## config.mk

```make
export PLATFORM = sky130hd
export DESIGN_NAME = util_cpackn_timestamp
export DESIGN_NICKNAME = d
export VERILOG_FILES = /design/src/rtl/util_cpackn_timestamp.sv
export SDC_FILE = /design/constraint.sdc
export NUM_CORES = 1
export LEC_CHECK = 0
export CAP_MARGIN = 5
export CORE_MARGIN = 5
export CORE_UTILIZATION = 34
export CTS_CLUSTER_SIZE = 16
export DETAILED_ROUTE_END_ITERATION = 10
export PLACE_DENSITY = 0.54
export RECOVER_POWER = 100
export SLEW_MARGIN = 20
export SYNTH_ARGS = -nofsm -noshare
export SYNTH_HDL_FRONTEND = slang
export SYNTH_SLANG_ARGS = --single-unit
```

## constraint.sdc

```tcl
create_clock -name clk -period 3.76 [get_ports clk]
set_input_delay 1.128 -clock clk [delete_from_list [all_inputs] [get_ports clk]]
set_output_delay 1.128 -clock clk [all_outputs]
set_load 0.05 [all_outputs]
```

## src/rtl/util_cpackn_timestamp.sv

```systemverilog
// Channel packer for the ADC RX path: packs enabled-channel samples into DATA_W beats
// and prefixes each block of timestamp_every data beats with a timestamp header beat.
module util_cpackn_timestamp #(
    parameter int NUM_CH   = 4,
    parameter int SAMPLE_W = 16,
    parameter int DATA_W   = 64
) (
    input  logic                         clk,
    input  logic                         reset,
    input  logic [DATA_W-1:0]            timestamp,
    input  logic [31:0]                  timestamp_every,
    input  logic [NUM_CH-1:0]            enable,
    input  logic                         fifo_wr_en,
    input  logic [NUM_CH*SAMPLE_W-1:0]   fifo_wr_data,
    output logic                         fifo_wr_overflow,
    output logic                         packed_fifo_wr_en,
    output logic                         packed_fifo_wr_sync,
    output logic                         packed_fifo_wr_ts,
    output logic [DATA_W-1:0]            packed_fifo_wr_data,
    input  logic                         packed_fifo_wr_overflow
);

    localparam int LANES  = DATA_W / SAMPLE_W;
    localparam int LANE_W = $clog2(LANES);
    localparam int CH_W   = (NUM_CH > 1) ? $clog2(NUM_CH) : 1;
    localparam int CNT_W  = $clog2(NUM_CH + 1);

    typedef enum logic [1:0] {ST_INIT, ST_IDLE, ST_STORE} state_t;

    state_t                     r_state, w_state_next;
    logic [NUM_CH-1:0]          r_enable;
    logic [CNT_W-1:0]           w_enable_count;
    logic [CH_W-1:0]            w_map [NUM_CH];
    logic [CH_W-1:0]            r_chan_idx;
    logic [LANE_W-1:0]          r_lane_idx;
    logic [NUM_CH*SAMPLE_W-1:0] r_sample_hold;
    logic [SAMPLE_W-1:0]        w_sample;
    logic [DATA_W-1:0]          r_pack, w_pack_next, r_ts_hold;
    logic [31:0]                r_beat_cnt, r_blk_len;
    logic                       r_hdr_pend, r_lane0_first, r_ovf;
    logic                       w_en_change, w_init, w_accept, w_store, w_ovf;
    logic                       w_blk_start, w_last_chan, w_beat_done;

    assign w_en_change      = (enable != r_enable);
    assign w_last_chan      = (int'(r_chan_idx) + 1 == int'(w_enable_count));
    assign fifo_wr_overflow = packed_fifo_wr_overflow | r_ovf;

    // w_map[k] is the channel number of the k-th enabled channel in ascending order
    always_comb begin
        int unsigned k;
        k = 0;
        for (int unsigned i = 0; i < NUM_CH; i++) w_map[i] = '0;
        for (int unsigned ch = 0; ch < NUM_CH; ch++) begin
            if (r_enable[ch]) begin
                w_map[k[CH_W-1:0]] = CH_W'(ch);
                k = k + 1;
            end
        end
        w_enable_count = CNT_W'(k);
    end

    always_comb begin
        w_sample = '0;
        for (int unsigned ch = 0; ch < NUM_CH; ch++) begin
            if (CH_W'(ch) == w_map[r_chan_idx]) w_sample = r_sample_hold[ch*SAMPLE_W +: SAMPLE_W];
        end
    end

    always_comb begin
        w_pack_next = r_pack;
        for (int unsigned l = 0; l < LANES; l++) begin
            if (LANE_W'(l) == r_lane_idx) w_pack_next[l*SAMPLE_W +: SAMPLE_W] = w_sample;
        end
    end

    always_ff @(posedge clk) begin
        if (reset) r_state <= ST_INIT;
        else       r_state <= w_state_next;
    end

    always_comb begin
        w_state_next = r_state;
        if (w_en_change) begin
            w_state_next = ST_INIT;
        end else begin
            case (r_state)
                ST_INIT:  w_state_next = ST_IDLE;
                ST_IDLE:  if (w_accept) w_state_next = ST_STORE;
                ST_STORE: if (w_last_chan) w_state_next = ST_IDLE;
                default:  w_state_next = ST_INIT;
            endcase
        end
    end

    // An enable change pre-empts whatever the current state would have done this cycle
    always_comb begin
        w_init   = 1'b0;
        w_accept = 1'b0;
        w_store  = 1'b0;
        w_ovf    = fifo_wr_en && (r_state != ST_IDLE);
        if (!w_en_change) begin
            case (r_state)
                ST_INIT:  w_init   = 1'b1;
                ST_IDLE:  w_accept = fifo_wr_en && (w_enable_count != '0);
                ST_STORE: w_store  = 1'b1;
                default:  ;
            endcase
        end
        w_blk_start = w_accept && (r_chan_idx == '0) && (r_lane_idx == '0) &&
                      (r_beat_cnt == '0) && (timestamp_every != '0);
        w_beat_done = w_store && (r_lane_idx == LANE_W'(LANES - 1));
    end

    always_ff @(posedge clk) begin
        if (reset) begin
            r_enable            <= '0;
            r_chan_idx          <= '0;
            r_lane_idx          <= '0;
            r_sample_hold       <= '0;
            r_pack              <= '0;
            r_ts_hold           <= '0;
            r_beat_cnt          <= '0;
            r_blk_len           <= '0;
            r_hdr_pend          <= 1'b0;
            r_lane0_first       <= 1'b0;
            r_ovf               <= 1'b0;
            packed_fifo_wr_en   <= 1'b0;
            packed_fifo_wr_sync <= 1'b0;
            packed_fifo_wr_ts   <= 1'b0;
            packed_fifo_wr_data <= '0;
        end else begin
            r_enable            <= enable;
            r_ovf               <= w_ovf;
            packed_fifo_wr_en   <= 1'b0;
            packed_fifo_wr_sync <= 1'b0;
            packed_fifo_wr_ts   <= 1'b0;
            if (w_en_change || w_init) begin
                r_chan_idx <= '0;
                r_lane_idx <= '0;
            end
            if (w_en_change) begin
                r_beat_cnt <= '0;
                r_blk_len  <= '0;
                r_hdr_pend <= 1'b0;
            end
            if (w_accept) begin
                r_sample_hold <= fifo_wr_data;
                if (w_blk_start) begin
                    r_ts_hold  <= timestamp;
                    r_blk_len  <= timestamp_every;
                    r_hdr_pend <= 1'b1;
                end
            end
            if (w_store) begin
                r_pack     <= w_pack_next;
                r_chan_idx <= w_last_chan ? '0 : r_chan_idx + CH_W'(1);
                r_lane_idx <= w_beat_done ? '0 : r_lane_idx + LANE_W'(1);
                if (r_lane_idx == '0) r_lane0_first <= (r_chan_idx == '0);
                // Header goes out on the lane-0 store, so it can never meet a data beat
                if (r_hdr_pend) begin
                    r_hdr_pend          <= 1'b0;
                    packed_fifo_wr_en   <= 1'b1;
                    packed_fifo_wr_ts   <= 1'b1;
                    packed_fifo_wr_sync <= 1'b1;
                    packed_fifo_wr_data <= r_ts_hold;
                end
                if (w_beat_done) begin
                    packed_fifo_wr_en   <= 1'b1;
                    packed_fifo_wr_sync <= (timestamp_every == '0) && r_lane0_first;
                    packed_fifo_wr_data <= w_pack_next;
                    if (r_blk_len != '0) begin
                        if (r_beat_cnt + 32'd1 == r_blk_len) begin
                            r_beat_cnt <= '0;
                            r_blk_len  <= '0;
                        end else begin
                            r_beat_cnt <= r_beat_cnt + 32'd1;
                        end
                    end
                end
            end
        end
    end

endmodule

```

==> results of run 1 <==
## registers in the layout (all words and copies together), names as in the netlist, 2 cells and up
name / flops
r_sample_hold: 64
r_blk_len: 32
packed_fifo_wr_data: 64
r_beat_cnt: 32
r_state: 2
r_chan_idx: 2
r_enable: 4
r_lane_idx: 2
r_pack: 48
r_ts_hold: 64
## how the worst max path moves through the flow
stage	start	end	slack, ps	cells past startpoint
floorplan	enable[1]	r_beat_cnt[26]$_SDFF_PP0_	560	9
global placement	timestamp_every[0]	r_ts_hold[49]$_SDFFE_PP0P_	130	10
detailed placement	enable[1]	r_beat_cnt[18]$_SDFF_PP0_	90	10
CTS	r_enable[0]$_SDFF_PP0_	packed_fifo_wr_data[48]$_SDFFE_PP0P_	80	12
global route	r_beat_cnt[1]$_SDFF_PP0_	r_beat_cnt[21]$_SDFF_PP0_	10	11
finish	r_enable[0]$_SDFF_PP0_	packed_fifo_wr_data[55]$_SDFFE_PP0P_	170	14
## cells in the mapped netlist, types with 3 or more instances
library cell    n
a21oi_1       240
a2111oi_0       3
inv_1          20
a211o_1         3
o311ai_1        3
nand2_1       471
nand3_1        71
nor4b_1        12
dfxtp_1       320
or3_1           3
nor4_1         29
nor2b_1        28
buf_1          13
ha_1           18
a31oi_1        13
nor3_1         21
a22oi_1        50
clkbuf_1      121
o21ai_0        27
o211ai_1        9
and3_1         10
buf_2          19
and4_1          7
xor2_1         20
o31ai_1         5
mux2i_1        71
o22ai_1        53
nor2_1         80
o21ai_1         4
and2_1          9
xnor2_1        25
nand4_1        26
nand2b_1        7
a211oi_1       37
buf_4          11
nor4_2          5
## cell type report
cell class,instances,area [sq um]
clock inverters,9,51.3
multi-input cells,1399,7900
clock buffers,55,1120
repair buffers,338,3260
diodes,1,2.50
fillers,4448,24400
well taps,592,741
flip-flops and latches,320,6410
inverters,20,75.1
## routing by layer
layer | vias to the layer above | global-route usage [%] | wire [um]
met2 | 441 | 33.2 | 23900
met5 | - | 0 | 0
li1 | 7087 | - | -
met1 | 6912 | 29.5 | 24300
met3 | 63 | 4.52 | 3320
met4 | 0 | 4.87 | 953
## repair_timing
action / CTS / global route
endpoints found under the setup margin: 0 / 17
gates resized for setup: 0 / 3
buffers inserted: 0 / 3
## power breakdown
group / internal, mW / switching [mW] / total, mW
Clock: 2.05 / 1.44 / 3.49
Sequential: 3.40 / 0.00589 / 3.40
Combinational: 0.252 / 0.250 / 0.501
## worst min-delay path, cell delays in order (launching register included)
cell and delay (ps):
dfxtp_1 300, nand2_1 50, a21oi_1 50
## kinds of logic (layout without fill, tap and decap cells)
logic type	count (synthesis)	count (layout)	share of synthesized area [%]
flops	320	320	42.7
xor+xnor	45	45	2.63
fa+ha+maj	19	19	1.64
mux	73	73	4.89
simple gates	794	794	24.2
buf+inv	187	422	5.18
compound gates	468	468	18.8
other cells	0	1	0
## per-stage QoR
stage | setup slack [ps] | cells
floorplan | 555 | 1906
global placement | 129 | 2666
detailed placement | 85.4 | 2666
CTS | 78.8 | 2730
global route | 13.6 | 2733
finish | 168 | 2734
==> metrics.md, run 1 <==
| Metric | Value |
|---|---|
| Worst hold endpoint | r_sample_hold[22]$_SDFFE_PP0N_ |
| HP Class | reg -> reg |
| Post-DP HPWL | 37500 um |
| CTS buffer count | 37 |
| DRC | 0 |
| Pwr Density | 378 mW/mm^2 |
| Num ports | 236 |
| Antenna Nets Post-Route | 0 |
| Critical path's slowest cell | fa_1 |
| Initial antenna violation count | 0 |
| Placed Instance Area | 0.0185 sq mm |
| Worst skew pair latency | 550 ps |
| Synth async-reset ratio | 0% |
| Worst r2r src | r_enable[0]$_SDFF_PP0_ |
| Cell taking the most area after synthesis | dfxtp_1 |
| Power Total | 7.39 mW |
| Synthesized instance count | 1906 |
| # H-tree levels | 2 |
| Netlist cell types | 69 |
| Critical Path RT | 4170 ps |
| Syn nets | 2093 |
| Fin area | 0.0196 sq mm |
| Most frequent cells in the layout | 471 x nand2_1, 320 x dfxtp_1, 236 x a21oi_1 |
| Initial detailed-routing violation count | 1066 |
| Worst hold margin | 450 ps |
| GRT Total Usage | 21.0% |
| Hold Startpoint | r_sample_hold[22]$_SDFFE_PP0N_ |
| Gpl congestion | 0.894 |
| Total negative setup slack | 0 ps |
| Syn avg cell area | 7.87 sq um |
| Crit path max-delay family | compound AO/OA/AOI/OAI gates |
| Buffers on Ports | 235 |
| Vias in the first global route | 14.2k |
| Row count | 77 |
| Startpoint Class | register |
| Overflow after GRT | 0 |
| WL/cell | 19.2 um |
| Fin crit period | 3590 ps |
| Relative slew slack | 50.9% |
| Routed vias/inst | 5.30 |
| Top FF cell, synth | dfxtp_1 |
| Worst endpoint data arrival time | 4000 ps |
| Synth warn | 0 |
| Max Freq | 278 MHz |
| Clock skew | 10.1 ps |
| CP max FO | 7 |
| Hold Path Cell Cnt | 2 |
| Layout cells sized above 1 | 8.36% |
| CTS tree | done |
| Pleak | 6.81 nW |
| Die area | 0.0484 sq mm |
| Clock sinks | 320 |
| Max_cap viols | 0 |
| Drt pass-1 iters | 5 |
| R2R cell count | 14 |
| Reg2Reg Setup Slack | 170 ps |
| CORE AREA | 0.0439 sq mm |
| Global-route wire length before repair | 81200 um |
| Slew @ Worst Pin | 736 ps |
| Post-synth EDFFs | 0 |
| Pin count of the biggest net entering global routing | 129 |
| Final core occ | 44.5% |
| Total number of vias | 14.5k |
| Reg-to-reg endpoint | packed_fifo_wr_data[55]$_SDFFE_PP0P_ |
| Sequential fraction of the synthesis area | 42.7% |
| Final Hold Vio Count | 0 |
| # nets final | 2303 |
| Top cell type's share of synthesized area | 42.7% |
| Initial Util | 34.1% |
| Critical path buffer and inverter count | 4 |
| Root Driver | clkbuf_16 |
| Max VDD drop | 0.238 mV |
| Final Cycle Share | 95.5% |
| Crit-path cells | fa_1 -> inv_1 -> ha_1 -> a211oi_1 -> a311oi_1 -> a31oi_4 -> buf_4 -> buf_4 -> nor2b_1 -> a211oi_1 -> a21oi_1 -> clkbuf_2 -> o21ai_0 -> a211oi_1 |
| Count of pins over their slew limit | 0 |
| Most common cell after layout, fill and taps aside | nand2_1 |
| Die span in y | 220 um |
| Synth area leaders | dfxtp_1 43%, nand2_1 12%, a21oi_1 8.0% |
| Max incr delay on CP | 690 ps |
| Final wirelength | 52400 um |
| Crit. End Element | register |
| #FFs+latches synth | 320 |
| Status | finished, final reports clean |
| Most used cell along the critical path | a211oi_1 |
| Die W | 220 um |
| Hold_buf cts | 0 |
| Clock slew at reported path FFs | 60 ps |
| Synth-to-Final Area Change | 30.4% |
| Setup-violating endpoint count in the final report | 0 |
| RSZ-0062 raised after global routing | no |
| Crit Path Class | reg -> reg |
| Maximum clock path buffer count | 3 |
| Mapped cell area | 0.0150 sq mm |
(Power assumes the default switching activity.)
==> inputs of run 2 (changes only) <==
- CORE_UTILIZATION: 34 -> 44
- PLACE_DENSITY: 0.54 -> 0.66
==> run 2 against run 1 <==
Compared with the run above: combinational power is 7.8% lower; maximum frequency increased by 1.8%; sequential share of layout area rose by 0.79 points; register-to-register slack improved by 60 ps; wire length shrank 6.6%.
==> metrics.md, run 2 (same netlist as run 1, synthesis figures left out) <==
| Metric | Value |
|---|---|
| Total negative setup slack | 0 ps |
| CTS tree | done |
| HP Class | reg -> reg |
| Die span in y | 195 um |
| Worst hold margin | 450 ps |
| Reg power frac | 47.4% |
| Pleak | 6.66 nW |
| Top Registers | packed_fifo_wr_data x64, r_sample_hold x64, r_ts_hold x64 |
| CORE AREA | 0.0336 sq mm |
| Power Total | 7.18 mW |
| Layout cells sized above 1 | 7.67% |
| Most common cell after layout, fill and taps aside | nand2_1 |
| Initial detailed-routing violation count | 1261 |
| Initial antenna violation count | 5 |
| Max Freq | 283 MHz |
| # nets final | 2278 |
| Vias in the first global route | 14.0k |
| Root Driver | clkbuf_16 |
| # H-tree levels | 2 |
| Pin count of the biggest net entering global routing | 109 |
| Placed Instance Area | 0.0180 sq mm |
| Net switching power | 1.66 mW |
| Clock skew | 16.6 ps |
| Setup-violating endpoint count in the final report | 0 |
| Maximum clock path buffer count | 3 |
| Final Cycle Share | 93.9% |
| Crit Path Class | reg -> reg |
| Status | finished, final reports clean |
| Relative slew slack | 21.7% |
| Critical Path RT | 4130 ps |
| Buffers on Ports | 235 |
| Placed insts | 2501 |
| Slew @ Worst Pin | 1180 ps |
| Hold Startpoint | r_ts_hold[31]$_SDFFE_PP0P_ |
| Setup crit start | r_enable[0]$_SDFF_PP0_ |
| Int Pwr | 5.51 mW |
| Comb pwr share | 6.4% |
| Die W | 195 um |
| Max VDD drop | 0.283 mV |
| Worst endpoint data arrival time | 3900 ps |
| Drt pass-1 iters | 7 |
| WL/cell | 19.1 um |
| Die area | 0.0379 sq mm |
| Total number of vias | 14.5k |
| Clock sinks | 320 |
| Row count | 67 |
| Fin area | 0.0191 sq mm |
| Worst r2r src | r_enable[0]$_SDFF_PP0_ |
| Fin crit period | 3530 ps |
| Most frequent cells in the layout | 470 x nand2_1, 320 x dfxtp_1, 227 x a21oi_1 |
| Startpoint Class | register |
| CP max FO | 31 |
| Overflow after GRT | 0 |
| Final wirelength | 49000 um |
| Final Hold Vio Count | 0 |
| Gpl congestion | 0.918 |
| Switching share of power | 23.2% |
| DRC | 0 |
| Synth-to-Final Area Change | 27.3% |
| Clk pwr share | 46.2% |
| Pwr Density | 376 mW/mm^2 |
| Final core occ | 56.8% |
| Final worst-path setup slack | 230 ps |
| Count of pins over their slew limit | 0 |
| Clock slew at reported path FFs | 60 ps |
| Post-DP HPWL | 34800 um |
| Routed vias/inst | 5.67 |
| Max_cap viols | 0 |
| Global-route wire length before repair | 77600 um |
| Initial Util | 44.6% |
| GRT Total Usage | 24.6% |
| RSZ-0062 raised after global routing | no |
| Pre-CTS setup slack | -47.8 ps |
| Antenna Nets Post-Route | 0 |
| CTS buffer count | 36 |
| Layout Cells excl Fill | 2562 |
| Worst skew pair latency | 530 ps |
| Crit. End Element | register |
| Num ports | 236 |
==> run 2: cell count changes in the layout (fill, tap and decap cells not counted), moves of 4 or more <==
cell / previous run / this run
a21oi_1: 236 / 227
a21oi_2: 3 / 12
buf_4: 61 / 53
buf_12: 16 / 10
clkbuf_1: 19 / 14
clkbuf_4: 5 / 0
clkdlybuf4s50_1: 161 / 165
dlygate4sd3_1: 72 / 68
==> run 2: worst paths after layout <==
| check | end | cells past startpoint | slack (ps) |
|---|---|---|---|
| min reg2reg | r_ts_hold[31]$_SDFFE_PP0P_ | 2 | 450 |
| max reg2reg | packed_fifo_wr_data[47]$_SDFFE_PP0P_ | 13 | 230 |
| min | r_ts_hold[31]$_SDFFE_PP0P_ | 2 | 450 |
| max | packed_fifo_wr_data[47]$_SDFFE_PP0P_ | 13 | 230 |
==> run 2: metal layers <==
metal,vias to the layer above,track usage (%),wire (um)
li1,7022,-,-
met1,6898,34.1,21700
met2,512,39.6,22500
met3,83,5.02,3510
met4,6,6.25,1190
met5,-,0,39
==> run 2: power groups by stage <==
| stage | logic, mW | clock network (mW) | registers [mW] |
|---|---|---|---|
| floorplan | 0.169 | 0 | 3.47 |
| global placement | 0.455 | 0 | 3.48 |
| detailed placement | 0.457 | 0 | 3.48 |
| CTS | 0.460 | 3.39 | 3.40 |
| global route | 0.492 | 3.53 | 3.40 |
| finish | 0.462 | 3.31 | 3.40 |
==> run 2: final cells by class <==
type	count	area, sq um
tap	448	561
sequential	320	6410
antenna	1	2.50
multi-input combinational	1399	7920
clock inverter	11	88.8
fill	3100	14500
clock buffer	49	1010
inverter	20	75.1
timing repair buffer	314	3030
==> run 2: worst max-delay path, stage by stage, from the launching register on <==
cell and delay, ps:
dfxtp_1 350, fa_1 670, inv_1 110, ha_1 220, a211oi_1 220, a311oi_1 110
a31oi_4 250, buf_12 230, nor2b_1 70, a211oi_1 420, a21oi_1 100, clkbuf_2 260
mux2i_1 280, o22ai_1 90
==> run 2: timing repair <==
item	CTS	global route
gates resized for setup	0	12
hold buffers	0	0
setup buffers	0	0
endpoints found under the setup margin	0	52
